### src/rtl/entry_alloc_ctrl.sv
// rtl/entry_alloc_ctrl.sv - round-robin allocator and flush sequencer for a valid-bit vector
// Drives one single-bit write per cycle into the valid storage and reads back its full vector.
module entry_alloc_ctrl #(
  parameter int ADDR_LEN = 2,
  parameter int DATA_LEN = 2 ** ADDR_LEN
) (
  input  logic                clk,
  input  logic                rst_n,
  input  logic                alloc_req,
  output logic                alloc_gnt,
  output logic [ADDR_LEN-1:0] alloc_addr,
  input  logic                free_valid,
  input  logic [ADDR_LEN-1:0] free_addr,
  input  logic                flush,
  output logic                flush_busy,
  input  logic [DATA_LEN-1:0] valid_vec,
  output logic                wen,
  output logic [ADDR_LEN-1:0] waddr,
  output logic                wdata,
  output logic                full,
  output logic                empty,
  output logic                free_err
);

  typedef enum logic {IDLE, FLUSH} state_t;

  state_t              state;
  logic [ADDR_LEN-1:0] rr_ptr;
  logic [ADDR_LEN-1:0] flush_cnt;
  logic                found;
  logic [ADDR_LEN-1:0] idx;
  logic [ADDR_LEN-1:0] cand;

  assign full  = &valid_vec;
  assign empty = ~|valid_vec;

  // Walk offsets from farthest to nearest so the entry closest to rr_ptr wins.
  always_comb begin
    found = 1'b0;
    idx   = '0;
    cand  = '0;
    for (int k = DATA_LEN - 1; k >= 0; k--) begin
      cand = rr_ptr + k[ADDR_LEN-1:0];
      if (!valid_vec[cand]) begin
        found = 1'b1;
        idx   = cand;
      end
    end
  end

  always_comb begin
    alloc_gnt  = 1'b0;
    alloc_addr = '0;
    wen        = 1'b0;
    waddr      = '0;
    wdata      = 1'b0;
    flush_busy = 1'b0;
    if (rst_n) begin
      case (state)
        IDLE: begin
          if (flush) begin
            wen = 1'b0;
          end else if (free_valid) begin
            wen   = 1'b1;
            waddr = free_addr;
          end else if (alloc_req && !full && found) begin
            alloc_gnt  = 1'b1;
            alloc_addr = idx;
            wen        = 1'b1;
            waddr      = idx;
            wdata      = 1'b1;
          end
        end
        FLUSH: begin
          flush_busy = 1'b1;
          wen        = 1'b1;
          waddr      = flush_cnt;
        end
        default: ;
      endcase
    end
  end

  always_ff @(posedge clk) begin
    if (!rst_n) begin
      state     <= IDLE;
      rr_ptr    <= '0;
      flush_cnt <= '0;
      free_err  <= 1'b0;
    end else begin
      free_err <= 1'b0;
      case (state)
        IDLE: begin
          if (flush) begin
            state     <= FLUSH;
            flush_cnt <= '0;
          end else if (free_valid) begin
            free_err <= ~valid_vec[free_addr];
          end else if (alloc_gnt) begin
            rr_ptr <= idx + 1'b1;
          end
        end
        FLUSH: begin
          flush_cnt <= flush_cnt + 1'b1;
          if (flush_cnt == ADDR_LEN'(DATA_LEN - 1)) begin
            state  <= IDLE;
            rr_ptr <= '0;
          end
        end
        default: state <= IDLE;
      endcase
    end
  end

endmodule

### config.mk
export PLATFORM = sky130hd
export DESIGN_NAME = entry_alloc_ctrl
export DESIGN_NICKNAME = d
export VERILOG_FILES = /design/src/rtl/entry_alloc_ctrl.sv
export SDC_FILE = /design/constraint.sdc
export NUM_CORES = 1
export LEC_CHECK = 0
export CAP_MARGIN = 20
export CORE_MARGIN = 2
export CORE_UTILIZATION = 30
export DETAILED_ROUTE_END_ITERATION = 8
export SYNTH_ARGS = -nofsm -noshare
export SYNTH_HDL_FRONTEND = slang
export SYNTH_SLANG_ARGS = --single-unit
export TNS_END_PERCENT = 10
### constraint.sdc
create_clock -name clk -period 2.1 [get_ports clk]
set_clock_uncertainty 0.15 [all_clocks]
set_input_delay 0.315 -clock clk [delete_from_list [all_inputs] [get_ports clk]]
set_output_delay 0.315 -clock clk [all_outputs]
set_load 0.02 [all_outputs]
* Word level (Yosys, flattened, before mapping)
Index checks and enable logic that the tools add are counted.
** Word-level totals
- Bits in registers :: 6
- Input port bits :: 11
- Output and inout bits :: 11
- Logic and storage cells :: 80
** Operators by class
- $add $sub $neg :: 5
- Order comparisons :: 5
- Equal/unequal tests :: 6
- Multiplexer cells :: 48
- Bitwise logic cells :: 4
- Reduce and logical (&&, ||, !) cells :: 8
** Operator list (number)
- 2-to-1 mux 2 bit :: 17
- 2-to-1 mux 1 bit :: 21
- less-than comparator 2 x 3 -> 1 bit, second input constant :: 5
- case mux 2 bit (2 select lines) :: 3
- binary-select mux 1 bit (select 2 bit) :: 5
- != test 2 bit, second input constant :: 4
- AND reduction 4 bit :: 2
- OR reduction 4 bit :: 2
- adder 2 x 1 -> 2 bit, second input constant :: 3
- adder 2 bit, second input constant :: 2
- NOT 1 bit :: 4
- case mux 1 bit (2 select lines) :: 2
- == test 2 bit, second input constant :: 1
- logical AND 1 bit :: 2
- zero test 1 bit :: 2
- != test 2 x 1 -> 1 bit, second input constant :: 1

* Depth between registers and ports, before layout
- Word-level depth :: 17
- Depth in mapped cells :: 5
- Gate-level depth less buffers :: 5

* Worst setup path before layout
No wires, ideal clock.
- Path kind :: in2out
- From :: input valid_vec[0]
- To :: output waddr[0]
- Arrival time :: 1505 ps
- Required time :: 1635 ps
- Slack :: 130 ps
- Stages :: 5
- Buffers on the path :: 0
- Path through :: and4_1 -> nor3_2 -> nand2_2 -> nor2_1 -> a211o_1
** Between the ends
- Cells in the longest elaborated chain, start to end :: 12
- Elaborated cells between the ends (all ways) :: 25
- Classes of those cells :: 21 x mux; 4 x reduce/logical
** RTL lines
- from (decl) :: RTL line 16 : input logic [DATA_LEN-1:0] valid_vec,
- binary-select mux 1 bit (select 2 bit) :: RTL line 44 : if (!valid_vec[cand]) begin
- 2-to-1 mux 1 bit (implied by the code) :: RTL line 44
- 2-to-1 mux 1 bit (4 in a row) :: RTL line 44
- logical AND 1 bit :: RTL line 66 : end else if (alloc_req && !full && found) begin
- 2-to-1 mux 2 bit * :: RTL line 66
- 2-to-1 mux 2 bit * :: RTL line 63 : end else if (free_valid) begin
- 2-to-1 mux 2 bit * :: RTL line 61 : if (flush) begin
- case mux 2 bit (2 select lines) * :: RTL line 59 : case (state)
- 2-to-1 mux 2 bit * :: RTL line 58 : if (rst_n) begin
- to (decl) :: RTL line 18 : output logic [ADDR_LEN-1:0] waddr,
Every way passes the cells marked *; elsewhere a longest branch is shown, timed or not. The select of a mux whose other input is x is not followed.

* Worst setup path in the final report
- From :: input valid_vec[0]
- To :: output full
** Between the ends
- Cells in the longest elaborated chain, start to end :: 1
** RTL lines
- AND reduction 4 bit :: RTL line 34 : assign full = &valid_vec;
- to (decl) :: RTL line 20 : output logic full,
Every way passes these cells.

==> impl_metrics.env <==
export IMPL_worst_pin_slew_ps=220
export IMPL_synth_area_top_cells="dfxtp_1 (28%), a22o_1 (6.2%), mux4_2 (5.3%), nor2_1 (5.3%), o21ai_0 (4.7%)"
export IMPL_fin_crit_sh=0.985
export IMPL_finalMaxSlewViolations=0
export IMPL_yosys_register_bits=6
export IMPL_dieArea_sq_um=1730
export IMPL_drt_pass1_iterations=4
export IMPL_syn_area_sq_um=424
export IMPL_ios=22
export IMPL_grt_usage=0.155
export IMPL_clk_pin_slew_worst_paths_ps=50
export IMPL_gp_congestion=0.780
export IMPL_hold_violations=0
export IMPL_holdCritPathClass="input port to register"
export IMPL_fin_crit_ps=2070
export IMPL_root_buffer="clkbuf_4"
export IMPL_wirelength_um=1250
export IMPL_antenna_found_initial=0
export IMPL_synth_edf_count=0
export IMPL_wl_per_cell_um=11.7
export IMPL_viasPerCell=4.82
export IMPL_crit_type="input port to output pin"
export IMPL_grt_max_degree=8
export IMPL_outcome="finished, final reports clean"
export IMPL_grt_pass1_vias=479
export IMPL_p_leak_nw=0.413
export IMPL_fin_util=0.600
export IMPL_rr_endpoint="rr_ptr[1]"
export IMPL_place_worst_setup_slack_ps=-610
export IMPL_ys_seq_area_frac=0.283
export IMPL_max_cap_violations=0
export IMPL_netlist_top_cells_count="dfxtp_1 (6), nor2_1 (6), nand2_1 (5)"
export IMPL_finalNetCount=106
export IMPL_relSlewSlack=0.852
export IMPL_design_power_total_uw=354
export IMPL_drc=0
export IMPL_synth_avg_cell_area_sq_um=8.32
export IMPL_fp_dieW_um=41.6
export IMPL_setup_ws_ps=30.8
export IMPL_port_buffers=21
export IMPL_antennaDiodeCount=0
export IMPL_cts_tree="built"
export IMPL_coreArea_sq_um=1320
export IMPL_start_util=0.322
export IMPL_min_path_cells=2
export IMPL_multi_input_area_sq_um=302
export IMPL_rows=13
export IMPL_num_vias=516
export IMPL_hp_start="flush"
export IMPL_reg2reg_slack_ps=640
export IMPL_htree_levels=1
export IMPL_async_flop_share=0
export IMPL_start_kind="input port"
export IMPL_cts_buffers=3
export IMPL_setup_viol=0
export IMPL_power_density_nw_per_um2=447
export IMPL_worstPathRequired_ps=1630
export IMPL_holdPathEnd="state"
export IMPL_synth_distinct_cells=29
export IMPL_clk_path_buf_depth=2
export IMPL_synth_largest_area_cell="dfxtp_1"
export IMPL_syn_instance_count=51
export IMPL_path_max_fanout=6
export IMPL_postCtsHoldBufs=0
export IMPL_arrival_ps=1600
export IMPL_worstRegToRegCells=5
export IMPL_seqCellArea_sq_um=121
export IMPL_synth_top_area_frac=0.283
export IMPL_synth_nets=63
export IMPL_die_y_um=41.6
export IMPL_ys_flop_type="dfxtp_1"
export IMPL_clock_latency_ps=270
export IMPL_end_kind="output pin"
export IMPL_drtAntennaViolNets=0
export IMPL_tns_ps=0
export IMPL_dp_hpwl_um=968
export IMPL_grt_pass1_wl_um=2000
export IMPL_rsz0062_at_grt="true"
export IMPL_worst_hold_slack_ps=200
export IMPL_fmax_ghz=0.483
export IMPL_synth_warnings=0
export IMPL_dr_first_iter_drc_count=9
export IMPL_r2r_start="rr_ptr[1]"
export IMPL_overflow=0
export IMPL_fill_cells=132
export IMPL_cts_setup_buffers=0
export IMPL_syn_to_final_growth_pct=86.4
export IMPL_drive_above_1_share=0.402
export IMPL_clkSinkCount=6
export IMPL_ir_worst_vdd_uv=288
## per-layer routing
layer | part of all wire | track usage
met5 | 0 | 0
met4 | 0.012 | 0.0968
met3 | 0.050 | 0.0565
met1 | 0.44 | 0.178
met2 | 0.50 | 0.241
## how the worst max path moves through the flow
stage / slack, ps / startpoint / cells after the start / end
2_1_floorplan: 130 / valid_vec[0] / 5 / waddr[0]
3_3_place_gp: -610 / valid_vec[0] / 7 / waddr[0]
3_5_place_dp: -610 / valid_vec[0] / 7 / waddr[0]
4_1_cts: -150 / flush / 7 / waddr[0]
5_1_grt: -30 / valid_vec[0] / 6 / alloc_addr[1]
6_report: 30 / valid_vec[0] / 4 / full
## stage by stage
| step | cells | cell area, sq um |
|---|---|---|
| floorplan | 51 | 424 |
| global placement | 104 | 781 |
| detailed placement | 104 | 781 |
| CTS | 107 | 800 |
| global route | 107 | 791 |
| finish | 107 | 791 |
## cells in the final DEF (no fill, tap or decap), drive strengths merged
cell,netlist,layout
buf,1,23
nor2,6,6
clkdlybuf4s50,0,6
nand2,6,6
dfxtp,6,6
o21ai,5,5
clkbuf,0,5
dlygate4sd2,0,4
inv,3,3
a22o,3,3
nand3,2,2
dlymetal6s2s,0,2
clkdlybuf4s15,0,2
nor2b,2,2
and4,1,1
mux2,1,1
o211ai,1,1
nand2b,1,1
nor3,1,1
and3,1,1
a211o,1,1
nor4,1,1
nor3b,1,1
o21a,1,1
o22a,1,1
mux4,1,1
o211a,1,1
xor2,1,1
nand4,1,1
a21boi,1,1
ha,1,1
## report_power, final
part	switching, mW	total [mW]	internal, mW
sequential	0.00414	0.123	0.119
combinational	0.0472	0.109	0.0617
clock	0.0559	0.121	0.0656
total	0.107	0.354	0.247
## cell families (layout without fill, tap and decap cells)
kind of cell / after synthesis / after routing / share of synthesized area
compound gates: 14 / 14 / 0.251
buf+inv: 4 / 45 / 0.0443
mux: 2 / 2 / 0.0796
simple gates: 23 / 23 / 0.292
flops: 6 / 6 / 0.283
fa+ha+maj: 1 / 1 / 0.0295
xor+xnor: 1 / 1 / 0.0207
## worst max-delay path, cell delays in order
cell and delay [ps]:
dlygate4sd2_1 310, and4_4 280, buf_4 110, clkdlybuf4s50_1 580
## registers in the layout (all words and copies together) (netlist names)
| name | flops |
|---|---|
| rr_ptr | 2 |
| state | 1 |
| free_err | 1 |
| flush_cnt | 2 |
## repair_timing
action                                 in CTS  in global routing
endpoints found under the hold margin       0                  0
pin swaps                                   0                  2
resized for setup                          25                 14
setup endpoints to repair                  10                  8
## cell type report
| cell class | count | share of cell area |
|---|---|---|
| repair buffers | 39 | 0.399 |
| multi-input cells | 41 | 0.381 |
| flip-flops and latches | 6 | 0.153 |
| clock buffers | 3 | 0.0285 |
| well taps | 15 | 0.0237 |
| inverters | 3 | 0.0142 |
Power figures use the tool's default switching activity.
